### config.mk
export PLATFORM = sky130hd
export DESIGN_NAME = dense_tile_scheduler
export DESIGN_NICKNAME = d
export VERILOG_FILES = /design/src/rtl/dense_tile_scheduler.sv
export SDC_FILE = /design/constraint.sdc
export NUM_CORES = 1
export LEC_CHECK = 0
export ABC_AREA = 1
export BUFFER_PORTS_ARGS = -buffer_cell sky130_fd_sc_hd__buf_4
export CAP_MARGIN = 25
export CORE_MARGIN = 2
export CORE_UTILIZATION = 49
export DETAILED_ROUTE_END_ITERATION = 6
export PLACE_DENSITY = 0.8
export SYNTH_ARGS = -nofsm -noshare
export SYNTH_HDL_FRONTEND = slang
export SYNTH_SLANG_ARGS = --single-unit
### constraint.sdc
create_clock -name ap_clk -period 2.05 [get_ports ap_clk]
set_input_delay 0.3075 -clock ap_clk [delete_from_list [all_inputs] [get_ports ap_clk]]
set_output_delay 0.3075 -clock ap_clk [all_outputs]
set_load 0.05 [all_outputs]
### src/rtl/dense_tile_scheduler.sv
// dense_tile_scheduler: sequences one dense-layer evaluation over a shared
// multiply/reduce engine. Tiles of TILE input columns are issued whenever the
// engine is ready; each reduced sum returns REDUCE_LAT cycles later and is
// added into the accumulators. ap_done pulses once the last sum has landed.
module dense_tile_scheduler #(
  parameter int N_IN       = 64,
  parameter int TILE       = 16,
  parameter int REDUCE_LAT = 2,
  parameter int COL_W      = 7
) (
  input  logic             ap_clk,
  input  logic             ap_rst_n,
  input  logic             ap_start,
  input  logic             eng_ready,
  output logic             ap_ready,
  output logic             ap_idle,
  output logic             ap_done,
  output logic [COL_W-1:0] tile_col,
  output logic             issue_valid,
  output logic             acc_clear,
  output logic             acc_en,
  output logic             result_valid
);

  localparam int CNT_W = $clog2(REDUCE_LAT + 1);
  localparam logic [COL_W-1:0] LAST_COL = COL_W'(N_IN - TILE);
  localparam logic [COL_W-1:0] COL_STEP = COL_W'(TILE);

  typedef enum logic [1:0] {
    S_IDLE,
    S_ISSUE,
    S_DRAIN,
    S_DONE
  } state_t;

  state_t              state_q;
  logic [COL_W-1:0]    col_q;
  logic                rv_q;
  logic [REDUCE_LAT-1:0] vld_q, vld_d;
  logic [CNT_W-1:0]    inflight_q, inflight_d;

  // Strobes decode the registered state; all of them are held low while
  // reset is asserted so a run caught mid-flight cannot leak a pulse.
  assign ap_ready     = ap_rst_n && (state_q == S_IDLE) && ap_start;
  assign acc_clear    = ap_ready;
  assign ap_idle      = (!ap_rst_n || (state_q == S_IDLE)) && !ap_start;
  assign issue_valid  = ap_rst_n && (state_q == S_ISSUE) && eng_ready;
  assign acc_en       = ap_rst_n && vld_q[REDUCE_LAT-1];
  assign ap_done      = ap_rst_n && (state_q == S_DONE);
  assign tile_col     = col_q;
  assign result_valid = rv_q;

  // Control FSM: start acceptance, tile walk, drain and completion.
  always_ff @(posedge ap_clk) begin
    // NOTE: every sequential assignment is non-blocking so all registers see
    // the same pre-edge values regardless of statement order.
    if (!ap_rst_n) begin
      state_q <= S_IDLE;
      col_q   <= '0;
      rv_q    <= 1'b0;
    end else begin
      case (state_q)
        S_IDLE: begin
          if (ap_start) begin
            state_q <= S_ISSUE;
            col_q   <= '0;
            rv_q    <= 1'b0;
          end
        end
        S_ISSUE: begin
          if (eng_ready) begin
            // The last tile leaves tile_col parked at its column, never wrapped.
            if (col_q == LAST_COL) state_q <= S_DRAIN;
            else                   col_q   <= col_q + COL_STEP;
          end
        end
        S_DRAIN: begin
          if (acc_en && (inflight_q == CNT_W'(1))) state_q <= S_DONE;
        end
        S_DONE: begin
          state_q <= S_IDLE;
          rv_q    <= 1'b1;
        end
        default: state_q <= S_IDLE;
      endcase
    end
  end

  // Free-running valid delay line mirroring the engine's reduce latency;
  // eng_ready only gates new issues, never the returning sums.
  always_comb begin
    vld_d = REDUCE_LAT'({vld_q, issue_valid});
  end

  // Outstanding-tile count: issues add, returning sums retire.
  always_comb begin
    // NOTE: the default assignment up front keeps this block free of latches
    // on the paths where no case arm applies.
    inflight_d = inflight_q;
    case ({issue_valid, acc_en})
      2'b10:   inflight_d = inflight_q + CNT_W'(1);
      2'b01:   inflight_d = inflight_q - CNT_W'(1);
      default: inflight_d = inflight_q;
    endcase
  end

  // Pipeline tracking registers.
  always_ff @(posedge ap_clk) begin
    // NOTE: the delay line is reset, not left free, so sums from issues made
    // before a reset can never surface as acc_en afterwards.
    if (!ap_rst_n) begin
      vld_q      <= '0;
      inflight_q <= '0;
    end else begin
      vld_q      <= vld_d;
      inflight_q <= inflight_d;
    end
  end

endmodule

### Word level (Yosys, flattened, before mapping)

Index checks and enable logic that the tools add are counted.
Widths: inputs -> output; s select.

| operators by class | value |
|---|---|
| add/sub/neg operators | 3 |
| equality and inequality tests | 12 |
| muxes and demuxes | 12 |
| reduce and logical (&&, ||, !) cells | 18 |

Operators by type and width:

| kind | count |
|---|---|
| $mux 7 | 3 |
| $pmux 7 s2 | 1 |
| $logic_and 1x1->1 | 8 |
| $mux 2 | 4 |
| $ne 2x2->1 const B | 4 |
| $pmux 2 s4 | 1 |
| $reduce_and 4->1 | 2 |
| $add 7x5->7 const B | 1 |
| $eq 7x6->1 const B | 1 |
| $eq 2x1->1 const B | 3 |
| $eq 2x2->1 const B | 3 |
| $reduce_bool 2->1 | 3 |
| $pmux 2 s2 | 1 |
| $add 2x1->2 const B | 1 |
| $logic_not 1->1 | 2 |
| $logic_not 2->1 | 1 |
| $ne 2x1->1 const B | 1 |
| $pmux 1 s2 | 1 |
| $reduce_and 2->1 | 1 |
| $sub 2x1->2 const B | 1 |
| $logic_or 1x1->1 | 1 |
| $mux 1 | 1 |

| storage, ports and cells | value |
|---|---|
| register bits | 14 |
| bits of input ports | 4 |
| output and inout port bits | 14 |
| word-level logic and storage cells | 50 |

### Depth between registers and ports, before layout

Gate-level depths: netlist of the first run.

| depth | value |
|---|---|
| depth after elaboration | 5 |
| mapped depth | 9 |
| gate-level depth less buffers | 9 |

### Worst setup path after synthesis of the first run

No wires, ideal clock.

| timing | value |
|---|---|
| kind | register to register |
| from | register state_q[1] |
| to | register inflight_q[1] |
| arrival time | 1.976 ns |
| data required time | 1.935 ns |
| setup slack | -0.041 ns |
| cell stages (with the launch flop) | 9 |
| path through | dfxtp_1 -> inv_1 -> ha_1 -> inv_2 -> nor3_2 -> inv_1 -> ha_1 -> o21ai_0 -> inv_1 |

| on the way | value |
|---|---|
| cells in the longest elaborated chain, start to end | 5 |
| elaborated cells on any way between the ends | 7 |
| classes of those cells | 3 x eq/ne; 1 x mux; 3 x reduce/logical |

Ends and longest elaborated chain:

| element | line | RTL |
|---|---|---|
| start, declared | 36 | `state_t state_q;` |
| start signal, assigned | 58 | `state_q <= S_IDLE;` |
| start signal, assigned | 65 | `state_q <= S_ISSUE;` |
| start signal, assigned | 73 | `if (col_q == LAST_COL) state_q <= S_DRAIN;` |
| $eq 2x1->1 (*) | 47 | `assign issue_valid = ap_rst_n && (state_q == S_ISSUE) && eng_ready;` |
| $logic_and 1x1->1 (*) (2 in series) | 47 |  |
| via issue_valid | 19 | `output logic issue_valid,` |
| $eq 2x1->1 / $eq 2x2->1 (equally long branches) | 100 | `case ({issue_valid, acc_en})` |
| $pmux 2 s2 / $reduce_bool 2->1 (equally long branches) | n/a |  |
| end signal, assigned | 116 | `inflight_q <= inflight_d;` |
| end, declared | 40 | `logic [CNT_W-1:0] inflight_q, inflight_d;` |

The timed path passes the listed nets; every way through them passes the cells marked *.
A chain may end at the register's enable or synchronous reset.

### Worst setup path after layout of the first run

| timing | value |
|---|---|
| from | register state_q[1] |
| to | output port issue_valid |

| on the way | value |
|---|---|
| cells in the longest elaborated chain, start to end | 3 |

Ends and longest elaborated chain:

| element | line |
|---|---|
| $eq 2x1->1 | 47 |
| $logic_and 1x1->1 (2 in series) | 47 |
| end, declared | 19 |

No other way between the ends.

==> out/qor.yml, run 1 <==
clockBufferDepth: 2
p_sw_mw: 0.622
synth_largest_area_cell: "dfxtp_1"
yosys-top-cells-area: "dfxtp_1 (30%), ha_1 (15%), inv_1 (9.7%), nand2_1 (9.1%), nor2_1 (8.6%)"
drive_gt1_frac: 0.198
rsz0062_at_grt: "no"
cp_data_required_time_ps: 1740
io_pins: 18
layout_commonest_cell: "inv_1"
synth_area_sq_um: 658
area_growth_pct: 16.3
h-tree-depth: 1
startpoint: "state_q[1]$_SDFFE_PN0P_"
post_cts_buffers: 0
grtUsageTotal: 0.167
via_per_inst: 4.52
crit_buf_inv: 3
finalSetupViolations: 0
grt_overflow: 0
fin_worst_skew_ps: 5.00
end_kind: "output pin"
gp_congestion: 0.837
cts_buffers: 3
yosys_warnings: 0
cts.sinks: 10
fin_setup_tns_ps: 0
crit_path_end: "issue_valid"
max-vdd-ir-drop_uv: 723
hold_depth: 3
p_leak_nw: 0.434
cts_tree: "yes"
die_y_um: 40.7
reg2reg_setup_slack_ps: 420
std_cell_rows: 13
hold_buffers: 0
clk_pin_slew_worst_paths_ps: 60
combPwrFrac: 0.641
start_util: 0.512
nNetsFinal: 120
critical-path-top-delay-family: "buffers and inverters"
fmax_mhz: 589
first_iter_violations: 8
yosysUniqueCellTypes: 20
ys_ff_latch: 10
crit_path_start_kind: "register"
period_share: 0.829
port_buffers: 13
arrival_ps: 1390
antenna_found_initial: 0
swShare: 0.520
dp_hpwl_um: 953
internal-power_mw: 0.575
antenna_cells: 0
clock_tree.root_cell: "clkbuf_4"
routed_wl_um: 1120
hold_path.class: "input pin to register"
worstSetupPathType: "register to output pin"
hold_viol: 0
route.detailed.drc: 0
core_area_sq_um: 1280
slew_violations: 0
r2r-end: "inflight_q[1]$_SDFFE_PN0P_"
seqPwrFrac: 0.255
avgSynthCellArea_sq_um: 7.08
maxCapViolations: 0
status: "completed"
critPathMaxStageDelay_ps: 340
insertion_delay_ps: 250
power.density_nw_per_um2: 1560
dp.cells: 118
clockPowerShare: 0.104
ys_seq_area_frac: 0.304
yosysTopAreaCellShare: 0.304
grt_pass1_vias: 462
drt-pass1-iter-count: 4
fp.dieArea_sq_um: 1650
reg2reg_from: "state_q[1]$_SDFFE_PN0P_"
cp_cell_sequence: "inv_1, ha_1, inv_2, nor3_4, buf_4"
vias: 547
ant_nets: 0
whs_ps: 341
min_period_ps: 1700
wl_per_cell_um: 9.28
grt_pass1_wl_um: 1800
rr_worst_depth: 8
cts-resized-gates: 0
cp_slowest_cell: "dfxtp_1"
most-common-layout-cells: "inv_1 (17), nand2_1 (16), nor2_1 (15)"
grt_max_degree: 13
fin_cells: 121
synth_cells: 93
path_depth: 5
die_width_um: 40.7
crit_fanout: 5
cells in the mapped netlist:
| library cell | count |
|---|---|
| a32o_1 | 1 |
| dfxtp_1 | 10 |
| inv_2 | 1 |
| inv_1 | 17 |
| buf_4 | 5 |
| nor2_1 | 15 |
| a21oi_1 | 1 |
| xnor2_1 | 1 |
| nor3_1 | 1 |
| nand2_2 | 2 |
| or2_0 | 2 |
| o21ai_0 | 2 |
| conb_1 | 1 |
| xor2_1 | 1 |
| buf_6 | 1 |
| nand2_1 | 16 |
| a21oi_2 | 1 |
| nor3_2 | 1 |
| nand3_1 | 6 |
| ha_1 | 8 |
cell families (layout without fill, tap and decap cells):
kind of cell	Yosys count	after routing	share of synthesized area
buffers and inverters	24	34	0.177
XOR/XNOR	2	2	0.0266
flip-flops	10	10	0.304
AND/OR/NAND/NOR	43	43	0.283
AO/OA/AOI/OAI	5	5	0.0513
adder cells (fa/ha/maj)	8	8	0.152
other	1	4	0.00570
through the flow:
step                utilization  cell area, sq um  power, mW  setup slack (ps)
floorplan                     -               676      0.922              55.6
global placement          0.578               743       1.06               474
detailed placement        0.578               743       1.08               429
CTS                       0.596               766       1.21               338
global route              0.596               766       1.32               223
finish                    0.596               766       1.20               351
registers in the layout (all words and copies together) (netlist names):
signal / count
tile_col: 3
inflight_q: 2
state_q: 2
vld_q: 2
result_valid: 1
routing by layer:
layer	routed length (um)	track usage	share of wire	vias up
met2	560	0.266	0.50	8
li1	-	-	-	300
met3	31	0.0326	0.028	2
met4	6	0.0750	0.0053	0
met5	0	0	0	-
met1	524	0.216	0.47	237
power groups by stage:
stage,logic [mW],clock network (mW),registers (mW)
after floorplan,0.522,0,0.400
after global placement,0.760,0,0.304
after detailed placement,0.770,0,0.308
after CTS,0.774,0.130,0.304
after global routing,0.861,0.143,0.317
final,0.767,0.125,0.305
worst min path at each step:
stage,to,slack [ps],from
floorplan,vld_q[1]$_SDFF_PN0_,390,vld_q[0]$_SDFF_PN0_
global placement,vld_q[1]$_SDFF_PN0_,400,vld_q[0]$_SDFF_PN0_
detailed placement,vld_q[1]$_SDFF_PN0_,400,vld_q[0]$_SDFF_PN0_
CTS,vld_q[1]$_SDFF_PN0_,330,ap_rst_n
global route,state_q[1]$_SDFFE_PN0P_,340,ap_rst_n
finish,vld_q[1]$_SDFF_PN0_,340,ap_rst_n
worst register-to-register path, delay by kind of cell, from the launching register on:
kind | cells | cell delay (ps)
adder cells (fa/ha/maj) | 2 | 550
flip-flops | 1 | 340
buffers and inverters | 4 | 300
AND/OR/NAND/NOR | 1 | 170
AO/OA/AOI/OAI | 1 | 170
layout make-up:
class                           instances  area, sq um
Fill cell                             113          519
Multi-Input combinational cell         62          359
Sequential cell                        10          200
Timing Repair Buffer                   13         97.6
Inverter                               18         67.6
Clock buffer                            3         22.5
Tap cell                               15         18.8
Power figures use the tool's default switching activity.
==> inputs of run 2 (changes only) <==
Settings changed: CORE_UTILIZATION 49 to 44, PLACE_DENSITY 0.8 to 0.77.
Clock period 2.05 ns to 1.4 ns, I/O delays scaled along.
==> run 2 against run 1 <==
Compared with the run above:
- the flow now finishes with violations (setup timing)
- clock-buffer cell count grew 1
- non-clock buffer count up 9
- sequential power increased by 56%
- critical path depth stayed put
- die area rose by 10%
- core utilization grew 11 points
- sequential share of layout area is 4.3 points lower
==> out/qor.yml, run 2 (synthesis gave the netlist of run 1 again) <==
status: "finished with violations"  # was completed
violations: "setup timing"
min_period_ps: 1410
regArea_sq_um: 209  # was 200 sq um
wl_per_cell_um: 10.9  # was 9.28 um
fp.dieArea_sq_um: 1820  # was 1650 sq um
std_cell_rows: 13  # unchanged
internal-power_mw: 1.17  # was 0.575 mW
dp_hpwl_um: 994  # was 953 um
multi_input_area_sq_um: 420  # was 359 sq um
clock_tree.root_cell: "clkbuf_4"  # unchanged
hold_end: "vld_q[1]$_SDFF_PN0_"  # unchanged
antenna_found_initial: 0  # unchanged
clk_pin_slew_worst_paths_ps: 70  # was 60 ps
die_width_um: 42.7  # was 40.7 um
maxCapViolations: 0  # unchanged
antenna_cells: 0  # unchanged
fin_setup_tns_ps: -58.0  # was 0 ps
slew_violations: 0  # unchanged
die_y_um: 42.7  # was 40.7 um
max-vdd-ir-drop_uv: 1410  # was 723 uV
fin_ws_ps: -14.5  # was 351 ps
swShare: 0.479  # was 0.520
grt_pass1_vias: 597  # was 462
final_area_sq_um: 955  # was 766 sq um
hold_depth: 3  # unchanged
gp_congestion: 0.792  # was 0.837
vias: 600  # was 547
most-common-layout-cells: "buf_4 (17), nand2_1 (14), nor2_1 (14)"  # was inv_1 (17), nand2_1 (16), nor2_1 (15)
cts.sinks: 10  # unchanged
r2r-end: "inflight_q[0]$_SDFFE_PN0P_"  # was inflight_q[1]$_SDFFE_PN0P_
finalSetupViolations: 5  # was 0
combPwrFrac: 0.669  # was 0.641
h-tree-depth: 1  # unchanged
clockPowerShare: 0.120  # was 0.104
area_growth_pct: 45.1  # was 16.3%
p_sw_mw: 1.08  # was 0.622 mW
cts_tree: "yes"  # unchanged
grt_overflow: 0  # unchanged
hold_viol: 0  # unchanged
hold_buffers: 0  # unchanged
grt_max_degree: 13  # unchanged
first_iter_violations: 10  # was 8
start_util: 0.487  # was 0.512
fillers: 113  # unchanged
hp-start: "ap_rst_n"  # unchanged
finalPower_mw: 2.25  # was 1.20 mW
seqPwrFrac: 0.212  # was 0.255
clockBufferDepth: 2  # unchanged
ant_nets: 0  # unchanged
reg2reg_from: "state_q[1]$_SDFFE_PN0P_"  # unchanged
p_leak_nw: 0.497  # was 0.434 nW
drt-pass1-iter-count: 4  # unchanged
cts_buffers: 3  # unchanged
layout_commonest_cell: "buf_4"  # was inv_1
largest_reg_flops: 3  # unchanged
insertion_delay_ps: 270  # was 250 ps
io_pins: 18  # unchanged
cp_data_required_time_ps: 1190  # was 1740 ps
worstSetupPathType: "register to output pin"  # unchanged
route.detailed.drc: 0  # unchanged
port_buffers: 13  # unchanged
arrival_ps: 1200  # was 1390 ps
core_area_sq_um: 1350  # was 1280 sq um
reg2reg_setup_slack_ps: 30  # was 420 ps
drive_gt1_frac: 0.414  # was 0.198
crit_path_start_kind: "register"  # unchanged
crit_fanout: 4  # was 5
nNetsFinal: 129  # was 120
via_per_inst: 4.58  # was 4.52
fmax_mhz: 707
routed_wl_um: 1430  # was 1120 um
grt_pass1_wl_um: 2460  # was 1800 um
rr_worst_depth: 8  # unchanged
post_dp_cell_area_sq_um: 810  # was 743 sq um
period_share: 1.01
grtUsageTotal: 0.180  # was 0.167
end_kind: "output pin"  # unchanged
hold_path.class: "input pin to register"  # unchanged
rsz0062_at_grt: "yes"  # was no
power.density_nw_per_um2: 2350  # was 1560 nW/um^2
fin_worst_skew_ps: 2.16  # was 5.00 ps
==> run 2: per-stage QoR <==
stage / hold slack (ps) / std cells / setup slack (ps) / util
floorplan: 390 / 96 / -344 / -
global placement: 404 / 122 / 41.6 / 0.600
detailed placement: 405 / 122 / 17.4 / 0.600
CTS: 225 / 129 / -25.9 / 0.691
global route: 234 / 131 / -83.2 / 0.707
finish: 242 / 131 / -14.5 / 0.707
==> run 2: power groups by stage <==
stage          Sequential [mW]  Combinational [mW]  Clock [mW]
2_1_floorplan            0.609               0.808           0
3_3_place_gp             0.462                1.22           0
3_5_place_dp             0.465                1.24           0
4_1_cts                  0.475                1.43       0.280
5_1_grt                  0.487                1.66       0.297
6_report                 0.475                1.50       0.269
==> run 2: worst max path at each step <==
stage / start / endpoint / slack [ps]
global route: state_q[1]$_SDFFE_PN0P_ / issue_valid / -80
CTS: state_q[0]$_SDFFE_PN0P_ / ap_ready / -30
detailed placement: state_q[1]$_SDFFE_PN0P_ / inflight_q[1]$_SDFFE_PN0P_ / 20
floorplan: state_q[1]$_SDFFE_PN0P_ / inflight_q[0]$_SDFFE_PN0P_ / -340
global placement: state_q[1]$_SDFFE_PN0P_ / inflight_q[0]$_SDFFE_PN0P_ / 40
finish: state_q[0]$_SDFFE_PN0P_ / ap_idle / -10
==> run 2: repair_timing <==
item,CTS,global route
setup buffers,3,2
pin swaps,3,3
gates resized for setup,19,3
endpoints found under the setup margin,6,8
==> run 2: critical path: stages (launching register included) <==
cell and delay, ps:
dfxtp_4 370, inv_4 60, ha_4 160, nand2_2 100, o21ai_2 70, buf_6 170
==> run 2: metal layers <==
layer | wire length, um | share of wire | track usage | vias to the layer above
met1 | 651 | 0.45 | 0.193 | 260
met2 | 695 | 0.48 | 0.318 | 19
met4 | 14 | 0.0098 | 0.0625 | 0
met3 | 72 | 0.050 | 0.0681 | 2
li1 | - | - | - | 319
met5 | 0 | 0 | 0 | -
==> run 2: layout make-up <==
class                      count  share of cell area
multi-input combinational     62               0.440
sequential                    10               0.219
inverter                      18              0.0786
clock buffer                   4              0.0380
tap                           15              0.0197
timing repair buffer          22               0.204
==> inputs of run 3 (changes only) <==
--- a/constraint.sdc
+++ b/constraint.sdc
@@ -3,2 +3,2 @@
 set_output_delay 0.21 -clock ap_clk [all_outputs]
-set_load 0.05 [all_outputs]
+set_load 0.02 [all_outputs]
==> run 3 against run 2 <==
Compared with the run above:
- the flow still finishes with violations (setup timing)
- cell count stayed put
- via count up 3.7%
- power decreased by 6.3%
- sequential power up 1%
- combinational power shrank 10%
- register-to-register slack worse by 50 ps
- clock power about the same
- first-iteration DRC count up 20%
- flip-flop and latch count unchanged
- core utilization increased by 0.093 points
- critical path type is now register to register
- largest cell class unchanged
- highest routed layer unchanged
==> out/qor.yml, run 3 (synthesis gave the netlist of run 1 again) <==
hold_depth: 3  # unchanged
r2r-end: "inflight_q[0]$_SDFFE_PN0P_"  # unchanged
status: "finished with violations"  # unchanged
fin_worst_skew_ps: 1.87  # was 2.16 ps
layout_commonest_cell: "buf_4"  # unchanged
via_per_inst: 4.75  # was 4.58
clockBufferDepth: 2  # unchanged
cts.sinks: 10  # unchanged
grt_pass1_wl_um: 2450  # was 2460 um
hold_end: "vld_q[1]$_SDFF_PN0_"  # unchanged
grt_pass1_vias: 587  # was 597
antenna_found_initial: 0  # unchanged
period_share: 1.01  # about the same
end_kind: "register"  # was output pin
die_width_um: 42.7  # unchanged
cts_tree: "yes"  # unchanged
grtUsageTotal: 0.180  # about the same
cts_buffers: 3  # unchanged
std_cell_rows: 13  # unchanged
crit_path_start_kind: "register"  # unchanged
nNetsFinal: 129  # unchanged
grt_max_degree: 9  # was 13
h-tree-depth: 1  # unchanged
first_iter_violations: 12  # was 10
power.density_nw_per_um2: 2200  # was 2350 nW/um^2
cp_data_required_time_ps: 1570  # was 1190 ps
worstSetupPathType: "register to register"  # was register to output pin
clk_pin_slew_worst_paths_ps: 70  # about the same
antenna_cells: 0  # unchanged
drt-pass1-iter-count: 6  # was 4
hold_path.class: "input pin to register"  # unchanged
core_area_sq_um: 1350  # unchanged
grt_overflow: 0  # unchanged
largest_reg_flops: 3  # unchanged
maxCapViolations: 0  # unchanged
hold_viol: 0  # unchanged
reg2reg_setup_slack_ps: -20  # was 30 ps
insertion_delay_ps: 270  # about the same
drive_gt1_frac: 0.440  # was 0.414
dp_hpwl_um: 1020  # was 994 um
io_pins: 18  # unchanged
fillers: 110  # was 113
rr_worst_depth: 8  # unchanged
min_period_ps: 1420  # was 1410 ps
start_util: 0.487  # unchanged
route.detailed.drc: 0  # unchanged
vias: 622  # was 600
reg2reg_from: "state_q[1]$_SDFFE_PN0P_"  # unchanged
fmax_mhz: 705  # was 707 MHz
crit_fanout: 5  # was 4
wl_per_cell_um: 11.9  # was 10.9 um
area_growth_pct: 45.2  # was 45.1%
fp.dieArea_sq_um: 1820  # unchanged
most-common-layout-cells: "buf_4 (18), inv_1 (13), nor2_1 (13)"  # was buf_4 (17), nand2_1 (14), nor2_1 (14)
hp-start: "ap_rst_n"  # unchanged
fin_cells: 131  # unchanged
rsz0062_at_grt: "yes"  # unchanged
port_buffers: 13  # unchanged
p_leak_nw: 0.495  # was 0.497 nW
ant_nets: 0  # unchanged
die_y_um: 42.7  # unchanged
max-vdd-ir-drop_uv: 1190  # was 1410 uV
violations: "setup timing"  # unchanged
fin_ws_ps: -17.7  # was -14.5 ps
clock_tree.root_cell: "clkbuf_4"  # unchanged
arrival_ps: 1580  # was 1200 ps
slew_violations: 0  # unchanged
finalPower_mw: 2.10  # was 2.25 mW
dp.cells: 120  # was 122
gp_congestion: 0.771  # was 0.792
routed_wl_um: 1560  # was 1430 um
finalSetupViolations: 2  # was 5
-- run 3: cell counts in the layout (fill, tap and decap cells not counted) --
Identical to the previous run, type by type.
-- run 3: routing by layer --
metal | vias up | GRT usage | share of wire
li1 | 319 | - | -
met1 | 285 | 0.194 | 0.42
met2 | 16 | 0.315 | 0.53
met3 | 2 | 0.0468 | 0.046
met4 | 0 | 0.0938 | 0.0064
met5 | - | 0 | 0
-- run 3: critical path, stage by stage (launching register included) --
cell     delay (ps)
dfxtp_4         360
inv_4            70
ha_4            150
inv_4            50
nor3_4          160
inv_2            60
ha_4            280
xor2_1          150
nor2_1           50
-- run 3: power breakdown --
group,internal [mW],switching (mW)
Sequential,0.397,0.0859
Combinational,0.608,0.746
Clock,0.158,0.110
-- run 3: what timing repair did --
| action | in CTS | in global routing |
|---|---|---|
| hold endpoints to repair | 0 | 0 |
| gates resized for setup | 15 | 14 |
| endpoints found under the setup margin | 4 | 12 |
| buffers inserted | 3 | 4 |
| hold buffers | 0 | 0 |
| pin swaps | 2 | 5 |
-- run 3: worst max path at each step --
stage                                  from                    endpoint  depth (start not counted)
floorplan           state_q[1]$_SDFFE_PN0P_  inflight_q[0]$_SDFFE_PN0P_                          8
global placement    state_q[1]$_SDFFE_PN0P_  inflight_q[0]$_SDFFE_PN0P_                          8
detailed placement  state_q[1]$_SDFFE_PN0P_  inflight_q[0]$_SDFFE_PN0P_                          8
CTS                 state_q[1]$_SDFFE_PN0P_  inflight_q[0]$_SDFFE_PN0P_                          8
global route        state_q[1]$_SDFFE_PN0P_  inflight_q[0]$_SDFFE_PN0P_                          8
finish              state_q[1]$_SDFFE_PN0P_  inflight_q[0]$_SDFFE_PN0P_                          8
-- run 3: per-stage QoR --
stage	hold slack (ps)	area (sq um)	setup WS (ps)	util	TNS, ps
global placement	399	786	57.6	0.582	0
finish	196	956	-17.7	0.708	-20.7
global route	212	956	-69.0	0.708	-202
CTS	194	896	-0.657	0.664	-0.657
detailed placement	408	786	16.8	0.582	0
floorplan	390	703	-54.7	-	-128
-- run 3: layout make-up --
type / instances / area (sq um) / area share
clock buffer: 4 / 36.3 / 0.0380
inverter: 18 / 75.1 / 0.0785
multi-input combinational: 62 / 435 / 0.455
sequential: 10 / 210 / 0.220
tap: 15 / 18.8 / 0.0196
timing repair buffer: 22 / 180 / 0.188
